**config.mk**
```make
export PLATFORM = sky130hd
export DESIGN_NAME = add_sub_multicycle
export DESIGN_NICKNAME = d
export VERILOG_FILES = /design/src/rtl/add_sub_multicycle.sv
export SDC_FILE = /design/constraint.sdc
export NUM_CORES = 1
export LEC_CHECK = 0
export CAP_MARGIN = 0
export CORE_UTILIZATION = 28
export CTS_BUF_LIST = sky130_fd_sc_hd__clkbuf_4 sky130_fd_sc_hd__clkbuf_8
export CTS_CLUSTER_SIZE = 10
export DETAILED_ROUTE_END_ITERATION = 12
export PLACE_DENSITY = 0.55
export SYNTH_ARGS = -nofsm -noshare
export SYNTH_HDL_FRONTEND = slang
export SYNTH_SLANG_ARGS = --single-unit
```
**constraint.sdc**
```tcl
create_clock -name clk -period 7.2 [get_ports clk]
set_input_delay 1.44 -clock clk [delete_from_list [all_inputs] [get_ports clk]]
set_output_delay 1.44 -clock clk [all_outputs]
set_load 0.01 [all_outputs]
```
**src/rtl/add_sub_multicycle.sv**
```systemverilog
// Multi-cycle adder/subtractor: one CHUNK-bit adder walks the operands LSB-first
// through a carry register and emits ARM-style NZCV flags with valid/ready handshakes.
module add_sub_multicycle #(
    parameter int WIDTH = 32,
    parameter int CHUNK = 8
) (
    input  logic             clk,
    input  logic             rst_n,
    input  logic             in_valid,
    output logic             in_ready,
    input  logic [WIDTH-1:0] a,
    input  logic [WIDTH-1:0] b,
    input  logic             sub,
    input  logic             use_cin,
    input  logic             cin,
    input  logic             flush,
    output logic             out_valid,
    input  logic             out_ready,
    output logic [WIDTH-1:0] s,
    output logic             flag_n,
    output logic             flag_z,
    output logic             flag_c,
    output logic             flag_v
);

    localparam int NCH  = WIDTH / CHUNK;
    localparam int IDXW = (NCH > 1) ? $clog2(NCH) : 1;
    localparam logic [IDXW-1:0] LAST_IDX = IDXW'(NCH - 1);

    generate
        if ((WIDTH < 2) || (CHUNK < 1) || ((WIDTH % CHUNK) != 0)) begin : g_bad_params
            $error("add_sub_multicycle: WIDTH must be >= 2 and a multiple of CHUNK");
        end
    endgenerate

    typedef enum logic [1:0] {
        ST_IDLE = 2'd0,
        ST_RUN  = 2'd1,
        ST_DONE = 2'd2
    } state_t;

    // One chunk of the ripple: returns {carry_out, sum}.
    function automatic logic [CHUNK:0] add_chunk(
        input logic [CHUNK-1:0] x,
        input logic [CHUNK-1:0] y,
        input logic             c
    );
        add_chunk = {1'b0, x} + {1'b0, y} + {{CHUNK{1'b0}}, c};
    endfunction

    state_t           r_state;
    logic [IDXW-1:0]  r_idx;
    logic             r_carry;
    logic [WIDTH-1:0] r_a;
    logic [WIDTH-1:0] r_b;
    logic [WIDTH-1:0] r_s;
    logic             r_out_valid;
    logic             r_flag_n;
    logic             r_flag_z;
    logic             r_flag_c;
    logic             r_flag_v;

    logic [31:0]      w_shift;
    logic [CHUNK-1:0] w_a_chunk;
    logic [CHUNK-1:0] w_b_chunk;
    logic [CHUNK:0]   w_sum_full;
    logic [CHUNK-1:0] w_sum;
    logic             w_cout;
    logic             w_c_into_msb;
    logic [WIDTH-1:0] w_mask;
    logic [WIDTH-1:0] w_s_next;

    assign w_shift    = 32'(r_idx) * 32'(CHUNK);
    assign w_a_chunk  = CHUNK'(r_a >> w_shift);
    assign w_b_chunk  = CHUNK'(r_b >> w_shift);
    assign w_sum_full = add_chunk(w_a_chunk, w_b_chunk, r_carry);
    assign w_sum      = w_sum_full[CHUNK-1:0];
    assign w_cout     = w_sum_full[CHUNK];

    // Only meaningful on the last chunk, which always holds bit WIDTH-1.
    assign w_c_into_msb = w_a_chunk[CHUNK-1] ^ w_b_chunk[CHUNK-1] ^ w_sum[CHUNK-1];

    // Full result as it will look after this edge, so Z sees the final chunk too.
    assign w_mask   = WIDTH'({CHUNK{1'b1}}) << w_shift;
    assign w_s_next = (r_s & ~w_mask) | (WIDTH'(w_sum) << w_shift);

    assign in_ready  = (r_state == ST_IDLE) && !flush;
    assign out_valid = r_out_valid;
    assign s         = r_s;
    assign flag_n    = r_flag_n;
    assign flag_z    = r_flag_z;
    assign flag_c    = r_flag_c;
    assign flag_v    = r_flag_v;

    // Control FSM plus operand, carry, result and flag registers.
    always_ff @(posedge clk or negedge rst_n) begin
        if (!rst_n) begin
            r_state     <= ST_IDLE;
            r_idx       <= {IDXW{1'b0}};
            r_carry     <= 1'b0;
            r_a         <= {WIDTH{1'b0}};
            r_b         <= {WIDTH{1'b0}};
            r_s         <= {WIDTH{1'b0}};
            r_out_valid <= 1'b0;
            r_flag_n    <= 1'b0;
            r_flag_z    <= 1'b0;
            r_flag_c    <= 1'b0;
            r_flag_v    <= 1'b0;
        end else if (flush) begin
            r_state     <= ST_IDLE;
            r_out_valid <= 1'b0;
            r_idx       <= {IDXW{1'b0}};
        end else begin
            case (r_state)
                ST_IDLE: begin
                    if (in_valid) begin
                        r_a     <= a;
                        r_b     <= b ^ {WIDTH{sub}};
                        r_carry <= use_cin ? cin : sub;
                        r_idx   <= {IDXW{1'b0}};
                        r_state <= ST_RUN;
                    end else begin
                        r_state <= ST_IDLE;
                    end
                end
                ST_RUN: begin
                    r_s     <= w_s_next;
                    r_carry <= w_cout;
                    if (r_idx == LAST_IDX) begin
                        r_state     <= ST_DONE;
                        r_out_valid <= 1'b1;
                        r_flag_c    <= w_cout;
                        r_flag_v    <= w_c_into_msb ^ w_cout;
                        r_flag_n    <= w_s_next[WIDTH-1];
                        r_flag_z    <= (w_s_next == {WIDTH{1'b0}});
                    end else begin
                        r_idx <= r_idx + IDXW'(1);
                    end
                end
                ST_DONE: begin
                    if (out_ready) begin
                        r_state     <= ST_IDLE;
                        r_out_valid <= 1'b0;
                    end else begin
                        r_state <= ST_DONE;
                    end
                end
                default: begin
                    r_state     <= ST_IDLE;
                    r_out_valid <= 1'b0;
                    r_idx       <= {IDXW{1'b0}};
                end
            endcase
        end
    end

endmodule

```
* Yosys cells after proc, flatten, opt, wreduce, memory -nomap -nowiden *
Index checks and enable logic that the tools add are counted.

operators by class
  add/sub/neg operators = 3
  eq/ne operators = 10
  shifts and indexed selects = 4
  mux-type cells = 16
  bitwise operators = 8
  reductions and logical operators = 11

operator list
  kind                                                                    count
  32-bit by 5-bit >> shifter with 8-bit output                            2
  32-bit bitwise AND                                                      1
  32-bit logical NOT                                                      1
  32-bit NOT                                                              1
  32-bit OR                                                               1
  8-bit by 5-bit << shifter with 32-bit output                            1
  8-bit by 5-bit << shifter with 32-bit output (first input constant)     1
  32-bit bitwise XOR                                                      1
  3-bit AND reduction                                                     5
  2-bit two-way mux                                                       6
  3-bit != test (second input constant)                                   4
  2-bit one-hot mux with 3 select lines                                   2
  8-bit by 8-bit adder with 9-bit output                                  1
  9-bit by 1-bit adder with 9-bit output                                  1
  1-bit two-way mux                                                       6
  2-bit != test (second input constant)                                   3
  2-bit equality test (second input constant)                             2
  1-bit one-hot mux with 3 select lines                                   1
  1-bit bitwise XOR                                                       3
  2-bit by 1-bit adder with 2-bit output (second input constant)          1
  2-bit by 1-bit equality test with 1-bit output (second input constant)  1
  2-bit logical NOT                                                       1
  1-bit one-hot mux with 2 select lines                                   1
  2-bit AND reduction                                                     1
  other kinds (4)                                                         4

storage, ports and cells
  bits in registers = 106
  input bits = 72
  output and inout port bits = 38
  word-level logic and storage cells = 63

* Depth between registers and ports, before layout *
  depth after elaboration = 6
  mapped depth = 12
  mapped depth without buffers = 10

* Least setup slack after synthesis *
Ideal clock, no wire load.

  kind = register to register
  start point = register r_idx[0]
  end point = register r_flag_v (netlist: flag_v)
  setup time = 0.082 ns
  arrival = 3.160 ns
  data required time = 7.118 ns
  slack = 3.958 ns
  cell stages (with the launch flop) = 13
  buffers on the path = 2
  clock period less this slack = 3.242 ns
  cell sequence = dfrtp_1 > buf_2 > buf_2 > mux4_2 > fa_1 > inv_1 > fa_1 > nor2b_4 > o311a_1 > o21ai_2 > nand2_1 > a211o_1 > a31oi_1

between the ends
  longest elaborated chain between the ends = 5
  elaborated cells on any way between the ends = 9
  classes of those cells = add/sub (2); eq/ne (1); shift (2); bitwise (3); reduce/logical (1)

RTL lines
  what                                                             line    source
  start: declaration                                               52      logic [IDXW-1:0] r_idx;
  start signal: assignment                                         99      r_idx <= {IDXW{1'b0}};
  start signal: assignment                                         112     r_idx <= {IDXW{1'b0}};
  start signal: assignment                                         120     r_idx <= {IDXW{1'b0}};
  32-bit by 5-bit >> shifter with 8-bit output (on tied branches)  74, 75
  8-bit by 8-bit adder with 9-bit output                           48      add_chunk = {1'b0, x} + {1'b0, y} + {{CHUNK{1'b0}}, c};
  9-bit by 1-bit adder with 9-bit output                           48
  1-bit bitwise XOR                                                81      assign w_c_into_msb = w_a_chunk[CHUNK-1] ^ w_b_chunk[CHUNK-1] ^ w_sum[CHUNK-1];
  1-bit bitwise XOR                                                133     r_flag_v <= w_c_into_msb ^ w_cout;
  end signal: assignment                                           133
  end: declaration                                                 61      logic r_flag_v;

Several ways; a longest one is shown, not always the timed one.
A chain may end at the register's enable or synchronous reset.

* Final worst setup path *
  start point = input flush
  end point = output in_ready

between the ends
  longest elaborated chain between the ends = 2

RTL lines
  what                line  source
  start: declaration  16    input logic flush,
  1-bit logical NOT   87    assign in_ready = (r_state == ST_IDLE) && !flush;
  1-bit logical AND   87
  end: declaration    10    output logic in_ready,

No other way between the ends.

==> results_dict.tcl <==
set metrics [dict create \
    yosysUniqueCellTypes 47 \
    postCtsSetupBuffers 0 \
    setup_tns_ps 0 \
    finalMaxSlewViolations 0 \
    finalCritPeriodShare_pct 59.66 \
    startpoint_type "input pin" \
    port_buffers 109 \
    drt-initial-drc-count 144 \
    area_delta_synth_final_pct 28.83 \
    dr.pass1.iters 4 \
    clk_pin_slew_ps 90 \
    grt_first_pass_wirelength_um 20190 \
    num_vias 3667 \
    syn_area_um2 5169 \
    die-width_um 137.9 \
    multi_input_area_um2 2381 \
    numClockSinks 106 \
    hpwlAfterDp_um 9513 \
    met2WireLength_um 5944 \
    hold_viol 0 \
    outcome "completed" \
    min_period_ps 4296 \
    relSlewSlack_pct 39.55 \
    rsz0062_at_grt "false" \
    dieHeight_um 137.9 \
    hold_class "reg2reg" \
    initial_core_util_pct 28.68 \
    clk_latency_ps 380 \
    core-area_um2 18020 \
    crit_arrival_ps 2860 \
    critPathRequiredTime_ps 5760 \
    syn_inst 434 \
    cap_violations 0 \
    cts_max_level 3 \
    num_rows 49 \
    postCtsHoldBufs 0 \
    whs_ps 497.6 \
    ir_drop_mv 0.1526 \
    drtAntennaViolNets 0 \
    wirelength_um 12760 \
    pin_count 110 \
    syn_nets 519 \
    wl_per_cell_um 16.59 \
    wl_met1_um 6052 \
    clockBufferDepth 2 \
    antenna_found_initial 0 \
    synth_top_area_share_pct 51.32 \
    cts_buffers 9 \
    ys_ff_latch 106 \
    vias_per_cell 4.769 \
    dieArea_um2 19010 \
    drc 0 \
    critical_path_class "in2out" \
    cts_resized 0 \
    power_density_nw_per_um2 308.1 \
    max_freq_mhz 232.8 \
    finalSetupViolations 0 \
    grt_pass1_vias 3652 \
    nFillCells 1780 \
    cts_tree "built" \
    synth_warnings 0 \
    yosys-top-cells-area "dfrtp_1 51%, mux2_2 7.2%, mux4_2 7.0%" \
    grt_max_degree 63 \
    cts-root-buf "clkbuf_8" \
    leakage_nw 2.659 \
    fin_nets 620 \
    cp-end-kind "output pin" \
    tightest_slew_ps 906.8 \
    antenna_cells 0 \
    gr-usage-all-layers_pct 14.39 \
    synth_area_leader_cell "dfrtp_1" \
    seq_area_frac_synth_pct 51.32 \
    overflow 0 \
    regArea_um2 2654 \
    syn_avg_cell_area_um2 11.91 \
    gp_congestion 0.8059 \
    drive_gt1_share_pct 16.85 \
    skew_ps 14.84 \
    wl_met3_um 629 \
    critical_path_peak_fanout 7 \
    top_layer_used "met4" \
]
==> where the power goes <==
part           total [W]  switching (W)  internal [W]
logic           0.000847       0.000431      0.000416
clock network   0.000361       0.000200      0.000162
registers       0.000843       0.000105      0.000738
total            0.00205       0.000735       0.00132
==> stage by stage <==
step | setup slack (ps) | instance area [um2] | cells | utilization [%] | total power, W
6_report | 2904 | 6659 | 769 | 36.94 | 0.002052
5_1_grt | 2848 | 6659 | 769 | 36.94 | 0.002191
4_1_cts | 2909 | 6659 | 769 | 36.94 | 0.002081
3_5_place_dp | 2920 | 6469 | 753 | 35.89 | 0.001714
3_3_place_gp | 2950 | 6469 | 753 | 35.89 | 0.001691
2_1_floorplan | 3958 | 5169 | 434 | - | 0.001351
==> Yosys cell counts (all sizes together) <==
cell type	count
a2111oi	1
o21ai	18
buf	18
dfrtp	106
mux2	33
o41ai	1
nand2	23
a21oi	44
a211oi	1
and2	2
mux4	16
o21a	1
nand3b	1
xnor2	36
a22o	26
a31oi	1
clkbuf	5
o21ba	1
nor3	9
xor2	2
o31ai	2
nor2	46
inv	9
or2	4
a211o	1
nor2b	1
o21bai	1
a21o	2
ha	11
mux2i	1
nor4	2
nand3	4
o311a	1
fa	2
a22oi	2
==> cells in the final DEF (no fill, tap or decap), drive strengths merged, types with 2 or more instances in the layout <==
master         netlist  routed
and2                 2       2
buf                 18       6
inv                  9       9
nand3                4       4
dfrtp              106     106
o31ai                2       2
or2                  4       4
a22o                26      26
clkdlybuf4s50        0     107
xor2                 2       2
o21ai               18      18
mux2                33      33
a21oi               44      44
nand2               23      23
a21o                 2       2
mux4                16      16
nor2                46      46
fa                   2       2
nor3                 9       9
nor4                 2       2
xnor2               36      36
clkbuf               5      15
ha                  11      11
a22oi                2       2
==> registers in the layout (all words and copies together) (netlist names) <==
name / cells
flag_c: 1
flag_n: 1
flag_v: 1
flag_z: 1
out_valid: 1
r_a: 32
r_b: 32
r_carry: 1
r_idx: 2
r_state: 2
s: 32
==> worst max-delay path, cell delays in order <==
cell             delay [ps]
clkdlybuf4s50_1         530
nor3_1                  300
clkdlybuf4s50_1         590
==> layer usage <==
metal,global-route usage (%),vias up
met5,0,-
met4,4.348,0
met3,3.180,10
met2,22.22,103
met1,20.05,1802
li1,-,1752
==> path summary, 6_finish.rpt <==
path                                   endpoint  slack [ps]  cells past startpoint            startpoint
setup / recovery                       in_ready        2900                      3                 flush
hold / removal                s[25]$_DFFE_PN0P_         500                      2     s[25]$_DFFE_PN0P_
setup reg to reg              s[23]$_DFFE_PN0P_        3690                      9  r_idx[0]$_DFFE_PN0P_
hold reg to reg               s[25]$_DFFE_PN0P_         500                      2     s[25]$_DFFE_PN0P_
max in group asynchronous  r_idx[0]$_DFFE_PN0P_        4930                      2                 rst_n
min in group asynchronous     s[18]$_DFFE_PN0P_        1030                      1                 rst_n
==> cell families after synthesis <==
logic type / synth area share, %
multiplexers: 14.36
AO/OA/AOI/OAI: 13.65
XOR/XNOR: 6.584
adder cells (fa/ha/maj): 3.437
AND/OR/NAND/NOR: 7.989
buffers and inverters: 2.663
flip-flops: 51.32
==> area by class of cell <==
cell class / count / share of cell area, %
sequential: 106 / 39.85
multi-input combinational: 296 / 35.76
timing repair buffer: 113 / 16.72
tap: 229 / 4.303
clock buffer: 15 / 2.725
inverter: 9 / 0.5073
clock inverter: 1 / 0.1315
No activity file was read; power rests on OpenSTA's default activity.
